==> src/rtl/ldtu_bsl_calib.sv <==
// rtl/ldtu_bsl_calib.sv - baseline calibration sequencer: settle, average both gain channels, load 8-bit baselines
// Optional LDTU_BSL_SAT_FLAG_EN builds the saturation flags; otherwise sat_flag is tied low.
module ldtu_bsl_calib #(
    parameter int Nbits_12   = 12,
    parameter int Nbits_8    = 8,
    parameter int NSAMP_LOG2 = 4,
    parameter int SETTLE     = 8
) (
    input  logic                CLK,
    input  logic                rst,
    input  logic                start,
    input  logic                abort,
    input  logic                sample_valid,
    input  logic [Nbits_12-1:0] DATA12_g01,
    input  logic [Nbits_12-1:0] DATA12_g10,
    output logic [Nbits_8-1:0]  BSL_VAL_g01,
    output logic [Nbits_8-1:0]  BSL_VAL_g10,
    output logic                busy,
    output logic                done,
    output logic [1:0]          sat_flag
);

    localparam int AW = Nbits_12 + NSAMP_LOG2;
    localparam int CW = NSAMP_LOG2 + 1;
    localparam logic [CW-1:0]      SAMP_LAST   = CW'((1 << NSAMP_LOG2) - 1);
    localparam logic [7:0]         SETTLE_LAST = 8'(SETTLE - 1);
    localparam logic [Nbits_8-1:0] BSL_MAX     = '1;

    typedef enum logic [1:0] {
        S_IDLE,
        S_SETTLE,
        S_ACCUM,
        S_LOAD
    } state_t;

    state_t              state_q;
    logic [7:0]          settle_cnt_q;
    logic [CW-1:0]       samp_cnt_q;
    logic [AW-1:0]       acc_g01_q;
    logic [AW-1:0]       acc_g10_q;
    logic [Nbits_8-1:0]  bsl_g01_q;
    logic [Nbits_8-1:0]  bsl_g10_q;
    logic                done_q;

    // Mean is the accumulator with the log2 sample count shifted off (truncating divide).
    logic [Nbits_12-1:0] mean_g01;
    logic [Nbits_12-1:0] mean_g10;
    logic                ovf_g01;
    logic                ovf_g10;
    logic [Nbits_8-1:0]  clamp_g01;
    logic [Nbits_8-1:0]  clamp_g10;

    assign mean_g01  = acc_g01_q[AW-1:NSAMP_LOG2];
    assign mean_g10  = acc_g10_q[AW-1:NSAMP_LOG2];
    assign ovf_g01   = |mean_g01[Nbits_12-1:Nbits_8];
    assign ovf_g10   = |mean_g10[Nbits_12-1:Nbits_8];
    assign clamp_g01 = ovf_g01 ? BSL_MAX : mean_g01[Nbits_8-1:0];
    assign clamp_g10 = ovf_g10 ? BSL_MAX : mean_g10[Nbits_8-1:0];

`ifdef LDTU_BSL_SAT_FLAG_EN
    logic [1:0] sat_q;
    assign sat_flag = sat_q;
`else
    assign sat_flag = 2'b00;
`endif

    always_ff @(posedge CLK) begin
        if (rst) begin
            state_q      <= S_IDLE;
            settle_cnt_q <= '0;
            samp_cnt_q   <= '0;
            acc_g01_q    <= '0;
            acc_g10_q    <= '0;
            bsl_g01_q    <= '0;
            bsl_g10_q    <= '0;
            done_q       <= 1'b0;
`ifdef LDTU_BSL_SAT_FLAG_EN
            sat_q        <= 2'b00;
`endif
        end else begin
            done_q <= 1'b0;
            // abort outranks every busy-state transition, including a final sample or the load itself
            if (state_q != S_IDLE && abort) begin
                state_q      <= S_IDLE;
                settle_cnt_q <= '0;
                samp_cnt_q   <= '0;
                acc_g01_q    <= '0;
                acc_g10_q    <= '0;
            end else begin
                case (state_q)
                    S_IDLE: begin
                        settle_cnt_q <= '0;
                        samp_cnt_q   <= '0;
                        acc_g01_q    <= '0;
                        acc_g10_q    <= '0;
                        if (start && !abort) begin
                            state_q <= (SETTLE == 0) ? S_ACCUM : S_SETTLE;
                        end
                    end
                    S_SETTLE: begin
                        if (settle_cnt_q == SETTLE_LAST) begin
                            state_q <= S_ACCUM;
                        end else begin
                            settle_cnt_q <= settle_cnt_q + 8'd1;
                        end
                    end
                    S_ACCUM: begin
                        if (sample_valid) begin
                            acc_g01_q  <= acc_g01_q + {{NSAMP_LOG2{1'b0}}, DATA12_g01};
                            acc_g10_q  <= acc_g10_q + {{NSAMP_LOG2{1'b0}}, DATA12_g10};
                            samp_cnt_q <= samp_cnt_q + 1'b1;
                            if (samp_cnt_q == SAMP_LAST) begin
                                state_q <= S_LOAD;
                            end
                        end
                    end
                    S_LOAD: begin
                        bsl_g01_q <= clamp_g01;
                        bsl_g10_q <= clamp_g10;
`ifdef LDTU_BSL_SAT_FLAG_EN
                        sat_q     <= {ovf_g10, ovf_g01};
`endif
                        done_q    <= 1'b1;
                        state_q   <= S_IDLE;
                    end
                    default: state_q <= S_IDLE;
                endcase
            end
        end
    end

    assign busy        = (state_q != S_IDLE);
    assign done        = done_q;
    assign BSL_VAL_g01 = bsl_g01_q;
    assign BSL_VAL_g10 = bsl_g10_q;

endmodule

==> config.mk <==
export PLATFORM = sky130hd
export DESIGN_NAME = ldtu_bsl_calib
export DESIGN_NICKNAME = d
export VERILOG_FILES = /design/src/rtl/ldtu_bsl_calib.sv
export SDC_FILE = /design/constraint.sdc
export NUM_CORES = 1
export LEC_CHECK = 0
export BUFFER_PORTS_ARGS = -buffer_cell sky130_fd_sc_hd__buf_2
export CAP_MARGIN = 30
export CORE_ASPECT_RATIO = 0.5
export CORE_MARGIN = 4
export CORE_UTILIZATION = 54
export CTS_BUF_LIST = sky130_fd_sc_hd__clkbuf_4 sky130_fd_sc_hd__clkbuf_8
export CTS_CLUSTER_SIZE = 12
export DETAILED_ROUTE_END_ITERATION = 8
export HOLD_SLACK_MARGIN = 0.08
export PLACE_DENSITY = 0.8
export SLEW_MARGIN = 30
export SYNTH_ARGS = -nofsm -noshare
export SYNTH_HDL_FRONTEND = slang
export SYNTH_SLANG_ARGS = --single-unit
==> constraint.sdc <==
create_clock -name CLK -period 2.3 [get_ports CLK]
set_clock_uncertainty 0.2 [all_clocks]
set_input_delay 0.23 -clock CLK [delete_from_list [all_inputs] [get_ports CLK]]
set_output_delay 0.23 -clock CLK [all_outputs]
set_load 0.1 [all_outputs]
### Word level (Yosys, flattened, before mapping)

Index checks and enable logic that the tools add are counted.

| operators by class | value |
|---|---|
| add/subtract/negate cells | 4 |
| equal/unequal tests | 10 |
| mux-type cells | 16 |
| bitwise logic cells | 1 |
| reduce and logical (&&, ||, !) cells | 14 |

Operators with widths:

| operator | number |
|---|---|
| $pmux 16 s2 | 2 |
| $add 16x12->16 | 2 |
| $mux 16 | 2 |
| $mux 8 | 3 |
| $pmux 8 s2 | 1 |
| $ne 2x2->1 const B | 5 |
| $pmux 5 s2 | 1 |
| $add 8x1->8 const B | 1 |
| $eq 8x3->1 const B | 1 |
| $mux 2 | 4 |
| $pmux 2 s4 | 1 |
| $reduce_or 4->1 | 2 |
| $reduce_and 2->1 | 3 |
| $reduce_bool 2->1 | 3 |
| $add 5x1->5 const B | 1 |
| $eq 5x4->1 const B | 1 |
| $mux 5 | 1 |
| $eq 2x2->1 const B | 2 |
| $reduce_and 4->1 | 1 |
| $eq 2x1->1 const B | 1 |
| $logic_and 1x1->1 | 2 |
| $logic_not 2->1 | 1 |
| $reduce_or 2->1 | 1 |
| $logic_not 1->1 | 1 |
| other kinds (2) | 2 |

| word-level totals | value |
|---|---|
| flip-flop bits (word level) | 64 |
| input port bits | 29 |
| output and inout bits | 20 |
| logic and storage cells | 53 |

### Logic depth before layout (Yosys ltp)

Gate-level depths: netlist (run 1).

| logic depth | value |
|---|---|
| depth in word-level cells | 4 |
| mapped depth | 9 |
| mapped depth without buffers | 9 |

### Worst setup path before layout (run 1)

Ideal clock, no wire load.

| path | value |
|---|---|
| path type | reg2reg |
| from | reg acc_g01_q[0] |
| to | reg acc_g01_q[8] |
| library setup time | 117 ps |
| arrival time | 1871 ps |
| data required time | 1983 ps |
| slack | 112 ps |
| cell stages (with the launch flop) | 10 |
| path buffers | 0 |
| period minus slack after synthesis | 2188 ps |
| path through | dfxtp_1 > ha_1 > inv_1 > fa_1 > nand2b_1 > a21oi_1 > o211ai_1 > a21boi_0 > o21ai_0 > a32o_1 |

| on the way | value |
|---|---|
| longest elaborated chain between the ends | 3 |

Ends and longest elaborated chain:

| element | line | RTL |
|---|---|---|
| start, declared | 39 | `logic [AW-1:0] acc_g01_q;` |
| start signal, assigned | 109 | `acc_g01_q <= acc_g01_q + {{NSAMP_LOG2{1'b0}}, DATA12_g01};` |
| $add 16x12->16 | 109 |  |
| $mux 16 | 108 | `if (sample_valid) begin` |
| $pmux 16 s2 | 90 | `case (state_q)` |

Every way passes these cells. The select of a mux whose other input is x is not followed.
A chain may end at the register's enable or synchronous reset.

### Worst setup path after layout (run 1)

| path | value |
|---|---|
| from | reg acc_g01_q[0] |
| to | reg acc_g01_q[10] |

The elaborated chain is that of the path after synthesis.

==> results of run 1 <==
[logic make-up after synthesis]
logic type	after synthesis	share of synthesized area [%]
AOI/OAI and AO/OA	100	18.0
xor gates and xnor gates	23	5.60
adders and majority gates	33	11.9
buffers and inverters	31	3.69
DFF	64	35.6
muxes	3	0.870
other	1	0.104
and+or+nand+nor	189	24.2
[synthesized netlist by cell type, types with 11 or more instances]
cell / count / area, um2
a21oi_1: 29 / 145
nor2_1: 79 / 297
o21ai_0: 21 / 105
nand2b_1: 12 / 75.1
ha_1: 31 / 388
xor2_1: 11 / 96.3
nand2_1: 32 / 120
nor3_1: 23 / 115
xnor2_1: 12 / 105
clkbuf_1: 11 / 41.3
inv_1: 16 / 60.1
dfxtp_1: 64 / 1280
[area by class of cell]
class | instances | area [um2] | area share, %
inverters | 16 | 60.1 | 1.39
clock inverters | 3 | 40.0 | 0.925
clock buffers | 13 | 166 | 3.85
multi-input cells | 350 | 2310 | 53.3
well taps | 88 | 110 | 2.54
flip-flops and latches | 64 | 1280 | 29.6
repair buffers | 63 | 363 | 8.38
[power by group through the flow]
| stage | Combinational [uW] | Sequential [uW] | Clock, uW |
|---|---|---|---|
| finish | 1170 | 1200 | 1010 |
| global route | 1270 | 1200 | 1090 |
| CTS | 1130 | 1200 | 1040 |
| detailed placement | 1110 | 1220 | 0 |
| global placement | 1090 | 1220 | 0 |
| floorplan | 712 | 1330 | 0 |
[worst min-delay path by stage]
stage	start	endpoint	cells after the start
floorplan	acc_g10_q[2]	acc_g10_q[2]	2
global placement	acc_g10_q[2]	acc_g10_q[2]	2
detailed placement	acc_g10_q[11]	acc_g10_q[11]	2
CTS	rst	done	3
global route	rst	done	3
finish	rst	done	3
[repair_timing]
action | 4_1_cts | 5_1_grt
gates cloned | 0 | 0
buffers inserted | 0 | 1
gates resized for setup | 4 | 25
pin swaps | 1 | 6
hold endpoints to repair | 2 | 0
setup endpoints to repair | 6 | 13
hold buffers | 2 | 0
[per-layer routing]
metal  track usage [%]  vias to the layer above
met5                 0                        -
met4              5.38                        0
met3              8.34                       10
met2              33.7                      113
met1              30.5                     1537
li1                  -                     1687
[flip-flops by register name, indices dropped and copies added (netlist names)]
name	flops
acc_g01_q	16
acc_g10_q	16
BSL_VAL_g01	8
BSL_VAL_g10	8
settle_cnt_q	8
samp_cnt_q	5
state_q	2
done	1
[through the flow]
| step | total power (uW) | setup WS (ns) |
|---|---|---|
| 6_report | 3380 | 0.00270 |
| 3_5_place_dp | 2330 | -0.0611 |
| 4_1_cts | 3360 | 0.0188 |
| 5_1_grt | 3570 | -0.0809 |
| 3_3_place_gp | 2310 | -0.0101 |
| 2_1_floorplan | 2040 | 0.112 |
[worst reg2reg max path, delay by kind of cell (launching register included)]
family / cells / cell delay, ns
buf+inv: 2 / 0.22
compound gates: 4 / 0.65
fa+ha+maj: 2 / 0.37
simple gates: 2 / 0.45
flops: 1 / 0.31
==> run summary, run 1 <==
Counting the fill cells in the layout gives 536. Summed over all nets, the switching power comes to 1300 uW. The tools report the boundary pin count as 49. The critical path starts at acc_g01_q[0].

The largest single stage delay on the critical path is 0.31 ns. The later pin in the worst-skew pair is clocked with a latency of 0.36 ns. The CTS clock-pin slew for the worst setup and hold paths works out to 0.07 ns.

Largest fanout on the critical path: 4. The slowest stage of the critical path is the dfxtp_1 cell. The worst path in the final design needs a cycle of 2.30 ns, including I/O delays and setup. CTS placed an instance of clkbuf_8 at the clock tree root. The count of cells in the finished layout, fillers not included, comes to 597. After technology mapping, the gate count stands at 444.

Each instance of the synthesized netlist takes up on average 8.10 um2. Number of global-route vias before repair: 3013. The depth of the worst register-to-register path is 10. Adding up every negative setup slack in the final design gives 0 ns. The count of distinct cell types in the synthesized netlist was 53; the final wirelength was 8.62 mm. In the routed design, unresolved DRC markers number 0.

The detailed router put a total of 4.28 mm of wire on met1. Summed over all nets, wire length on met3 after detailed routing comes to 692 um. Global routing consumed, over all layers together, 22.5% of the routing resources. The number of H-tree levels is 3, and the placement row count is 20. The number of placed instances, taps included, is 578. The analysis attributes to cell leakage a power of 0.00195 uW. Of the available clock period, the critical path in the final layout requires 99.9%.

After routing the design area is 4330 um2. Setup repair after global routing could not meet its margin everywhere. Setup violations remaining at the end of the flow were counted as 0. The logs give 0.877 for the final weighted congestion of routability-driven global placement and 268 for the DRC marker count from the first detailed-route iteration. The first detailed-routing pass took 5 iterations.

The run gives 64 as the total number of clock tree sinks. The most frequent standard cell in the layout excluding fill and tap cells was nor2_1. The most used flip-flop cell after synthesis is dfxtp_1. The run gives 0 as the Yosys warning count. The die covers 8110 um2. Counting buffers and inverters, the worst setup path is 10 cells deep. The classification of the worst setup path was flip-flop to flip-flop. In the final routed layout, each cell accounts on average for 14.4 um.

STA classifies the critical path endpoint as a flip-flop. The power share of the sequential group came out at 35.4%. The number of nets with antenna violations after routing is 0.

The tool flagged a number of max-cap violations equal to 0. During placement, the flow inserted port buffers numbering 46. The setup check on the worst reg-to-reg path leaves a slack of 0.003 ns.

Capture point of the worst path: acc_g01_q[10]. The first global-routing pass estimated 14.1 mm of wire. Overall via count from detail_route: 3347. Top achievable clock speed: 0.435 GHz.

The endpoint identified for the worst register-to-register timing path is acc_g01_q[10]. From bottom edge to top edge, the die measures 65.7 um. The path class of the tightest hold or removal check is primary input to flip-flop. For the total count of hold-check failures in the final report, the log shows 0. STA puts the critical path data required time at 2.35 ns. The combined area of all synthesized cells was 3600 um2; the net count of the finished layout was 566.

The initial antenna violation count is 0. Counting flops with an async set or reset pin after synthesis yields a share of 0%. In the final layout, the share of cells above drive strength 1 is 19.4%. Per report_power, the clock group accounts for 30.0% of the total. Max-slew violation total from the final report: 0. The flow ran to the end, and the final reports show no timing, DRC or antenna violations. TritonCTS built the clock tree. For the cell-internal power, the log shows 2080 uW. Summed over all nets, wire length on met2 after detailed routing comes to 3.57 mm. The worst setup path is launched from a flip-flop. The maximum number of pins on one net before global-route repair is 20. For this configuration, the core starts out at a cell density of 57.5%. The number of register bits inferred by synthesis is 64. Once placement finished, the instance area stood at 3970 um2. The power share of the combinational group was 34.5%; the number of buffers on the longest clock path was 2. Measured on the finished design, the core utilization comes to 69.2%. The core region is 6260 um2. The synthesized design contains 0 enable-type register cells.

The half-perimeter wire length of the detailed placement result was 6.05 mm; the register area share after synthesis was 35.6%. TritonCTS created 9 clock buffers. The worst-case IR drop observed on VDD is 1040 uV.

At the worst endpoint, the arrival time is 2.34 ns. In this run the power density over the cells is 781 nW/um2. Using the TritonRoute via totals, the vias-per-cell ratio works out to 5.61. The highest routed metal layer is met4. The number of buffers and inverters on the critical path is 2. The worst register-to-register path begins at acc_g01_q[0]. In this run switching power makes up 38.4% of total power. The number of diodes added for antenna fixing was 0; the width of the chip was 123 um. In this design, the largest share of critical-path delay is due to compound AO/OA/AOI/OAI gates.

The top cell types in the final layout, fill and taps aside, are nor2_1, dfxtp_1, buf_2. The area growth from synthesis to layout is 20.3%. Walking the worst path, the cells encountered are ha_2, inv_1, fa_2, nand2b_4, a21oi_4, o21bai_2, a31oi_2, buf_4, or3_1, a32o_1. Global routing finished with a remaining overflow of 0. Hold is met by 0.153 ns.
(Power assumes the default switching activity.)
==> inputs of run 2 (changes only) <==
REMOVE_ABC_BUFFERS = 1   (was not set)
==> run summary, run 2 (synthesized netlist as in run 1, its figures left out) <==
After clock tree synthesis, the clock-pin slew on the worst setup and hold paths is 0.07 ns. The tree built by TritonCTS fans out to 64 sinks. The post-route minimum period works out to 2.20 ns. Of all nets on the critical path, the largest fanout is 3. In the final routing, the length of wire on met1 measures 4.16 mm. The tools report the relative contribution of the clock network to total power as 26.7%.

The repair_antennas step left the layout with diodes totalling 0. For the signal arrival time at the worst endpoint, the log shows 2.24 ns. The die covers 8110 um2. The startpoint identified for the worst hold timing path is rst. Power share of the sequential group: 37.2%. The post-route netlist has 19.0% of its cells at a drive strength greater than 1. The starting utilization of the core area was 57.5%. For this design the static power due to leakage is 0.00194 uW. The logs give 0 ns for the setup TNS after final layout and 548 for the number of inserted filler cells in the final layout.

The power density relative to cell area was 755 nW/um2. The worst register-to-register path has a depth of 9. Detailed-route DRC error count: 0.

The tools report the overall via count from detail_route as 3336. The endpoint identified for the worst register-to-register timing path is acc_g01_q[10]. Maximum number of pins on one net before global-route repair: 20.

In the final layout, the registers with the most flip-flops are acc_g01_q (16), acc_g10_q (16). The max-slew violation total from the final report came out at 0. The tools report the sum of overflow across all layers after global routing as 0. Setup repair after global routing could not meet its margin everywhere. In this run the horizontal extent of the chip is 123 um.

The run gives 20 as the placement row count. In this run the worst hold path is classified as primary input to flip-flop. The detailed-routing iteration count for the pre-antenna-repair pass was 5. The worst hold path passes through 3 cells. The first global-routing pass estimated 14.2 mm of wire.

The startpoint identified for the worst register-to-register timing path is acc_g01_q[0]. The setup slack of the most critical reg-to-reg path is 0.10 ns. The CTS root buffer was clkbuf_8. The run finished with clean final reports.

Pin placement for this block handled 49 I/O pins. The net count of the finished layout is 568. TritonCTS built the clock tree. The worst pin sits at a relative slew slack of 66.0%. For the latest clock arrival within the worst-skew pair, the log shows 0.35 ns.

The logs give 8.47 mm for the final wirelength and 6.05 mm for the half-perimeter wire length of the detailed placement result. After the first detailed-routing iteration, the DRC count stood at 180. Compared with the post-synthesis result, the final layout area differs by 18.5%. The transition time of the tightest slew-check pin works out to 0.508 ns. Based on the critical path, the design can be clocked at up to 0.455 GHz.

The worst path setup slack after routing was 0.104 ns; the final weighted congestion of routability-driven global placement was 0.906. The run gives 3220 uW as the total chip power. STA classifies the critical path startpoint as a flip-flop.

Buffers inserted during clock tree synthesis total 9. Net switching is 39.6% of the power. The via-per-instance ratio is 5.58. The nature of the critical path endpoint is a flip-flop.

The final core utilization came out at 68.2%. Buffers placed on the I/O ports in this run total 46. The highest routed metal layer was met4. In the layout the commonest cells are nor2_1, dfxtp_1, buf_2. The total core area was 6260 um2.

The met2 wire length was 3.57 mm; the number of global-route vias before repair was 3105. The ratio of final minimum period to clock period came out at 95.5%. For the worst setup path, the data required time is 2.34 ns. Mean routed wirelength per cell: 14.2 um. Setup violations remaining at the end of the flow were counted as 0. The worst setup path is of the flip-flop to flip-flop kind. Leaving out fill and tap cells, the most frequent cell in the layout is nor2_1. The overall fraction of global-route tracks in use was 22.4%; the number of H-tree levels was 3. The worst hold path terminates at done. Across the VDD grid, the largest voltage drop is 875 uV.

The number of buffers on the longest clock path is 2. The count of nets left with antenna violations once routing finished came out at 0. From bottom edge to top edge, the die measures 65.7 um.

The tools report the detailed-routed wire length on met3 as 550 um. OpenSTA, run right after detailed placement, puts the worst setup slack at -0.0377 ns. The total count of hold-check failures in the final report is 0. The logs give 0 for the initial antenna violation count and 36.1% for the power share of the combinational group.

The internal portion of the total power is 1940 uW. Max-cap violations in this run came to 0. The tools report the switching power as 1280 uW.
-- run 2: cell types whose count changed in the layout (fill, tap and decap cells not counted), moves of 2 or more --
cell	before	now
a21oi_2	0	2
a21oi_4	3	1
clkinv_2	2	4
clkbuf_4	2	0
ha_2	3	1
buf_4	15	17
-- run 2: area by class of cell --
type	count	area, um2	share of cell area [%]
Tap cell	88	110	2.58
Multi-Input combinational cell	350	2260	53.1
Clock buffer	11	151	3.55
Inverter	16	60.1	1.41
Sequential cell	64	1280	30.1
Timing Repair Buffer	65	378	8.86
Clock inverter	4	20.0	0.469
-- run 2: per-stage QoR --
step / std cells / hold WS (ns) / area, um2
2_1_floorplan: 430 / 0.102 / 3530
3_3_place_gp: 579 / 0.247 / 3980
3_5_place_dp: 579 / 0.254 / 3980
4_1_cts: 596 / 0.108 / 4180
5_1_grt: 598 / 0.129 / 4260
6_report: 598 / 0.128 / 4260
-- run 2: power groups by stage --
| stage | clock (uW) | sequential [uW] | combinational, uW |
|---|---|---|---|
| 4_1_cts | 873 | 1200 | 1140 |
| 2_1_floorplan | 0 | 1330 | 661 |
| 5_1_grt | 929 | 1200 | 1280 |
| 3_3_place_gp | 0 | 1220 | 1120 |
| 6_report | 859 | 1200 | 1160 |
| 3_5_place_dp | 0 | 1220 | 1130 |
-- run 2: timing repair --
| item | 4_1_cts | 5_1_grt |
|---|---|---|
| pin swaps | 0 | 9 |
| setup endpoints to repair | 4 | 11 |
| hold buffers | 2 | 0 |
| resized for setup | 2 | 20 |
| setup buffers | 0 | 2 |
| cloned | 0 | 0 |
| hold endpoints to repair | 2 | 0 |
-- run 2: worst max path at each step --
stage	start	endpoint
global route	acc_g01_q[0]	acc_g01_q[10]
detailed placement	acc_g10_q[0]	acc_g10_q[14]
CTS	acc_g10_q[0]	acc_g10_q[14]
finish	acc_g01_q[0]	acc_g01_q[10]
global placement	acc_g01_q[0]	acc_g01_q[8]
floorplan	state_q[0]	acc_g01_q[15]
-- run 2: critical path, stage by stage, from the launching register on --
cell	delay (ns)
dfxtp_2	0.34
ha_4	0.13
inv_2	0.03
fa_2	0.36
nand2b_4	0.17
a21oi_4	0.17
o21bai_1	0.12
a31oi_1	0.22
o21ai_1	0.11
a32o_1	0.24
-- run 2: routing by layer --
| metal | track usage (%) | vias to the layer above |
|---|---|---|
| met1 | 30.6 | 1545 |
| met3 | 7.05 | 19 |
| met2 | 33.2 | 90 |
| met4 | 8.00 | 0 |
| li1 | - | 1682 |
| met5 | 0 | - |
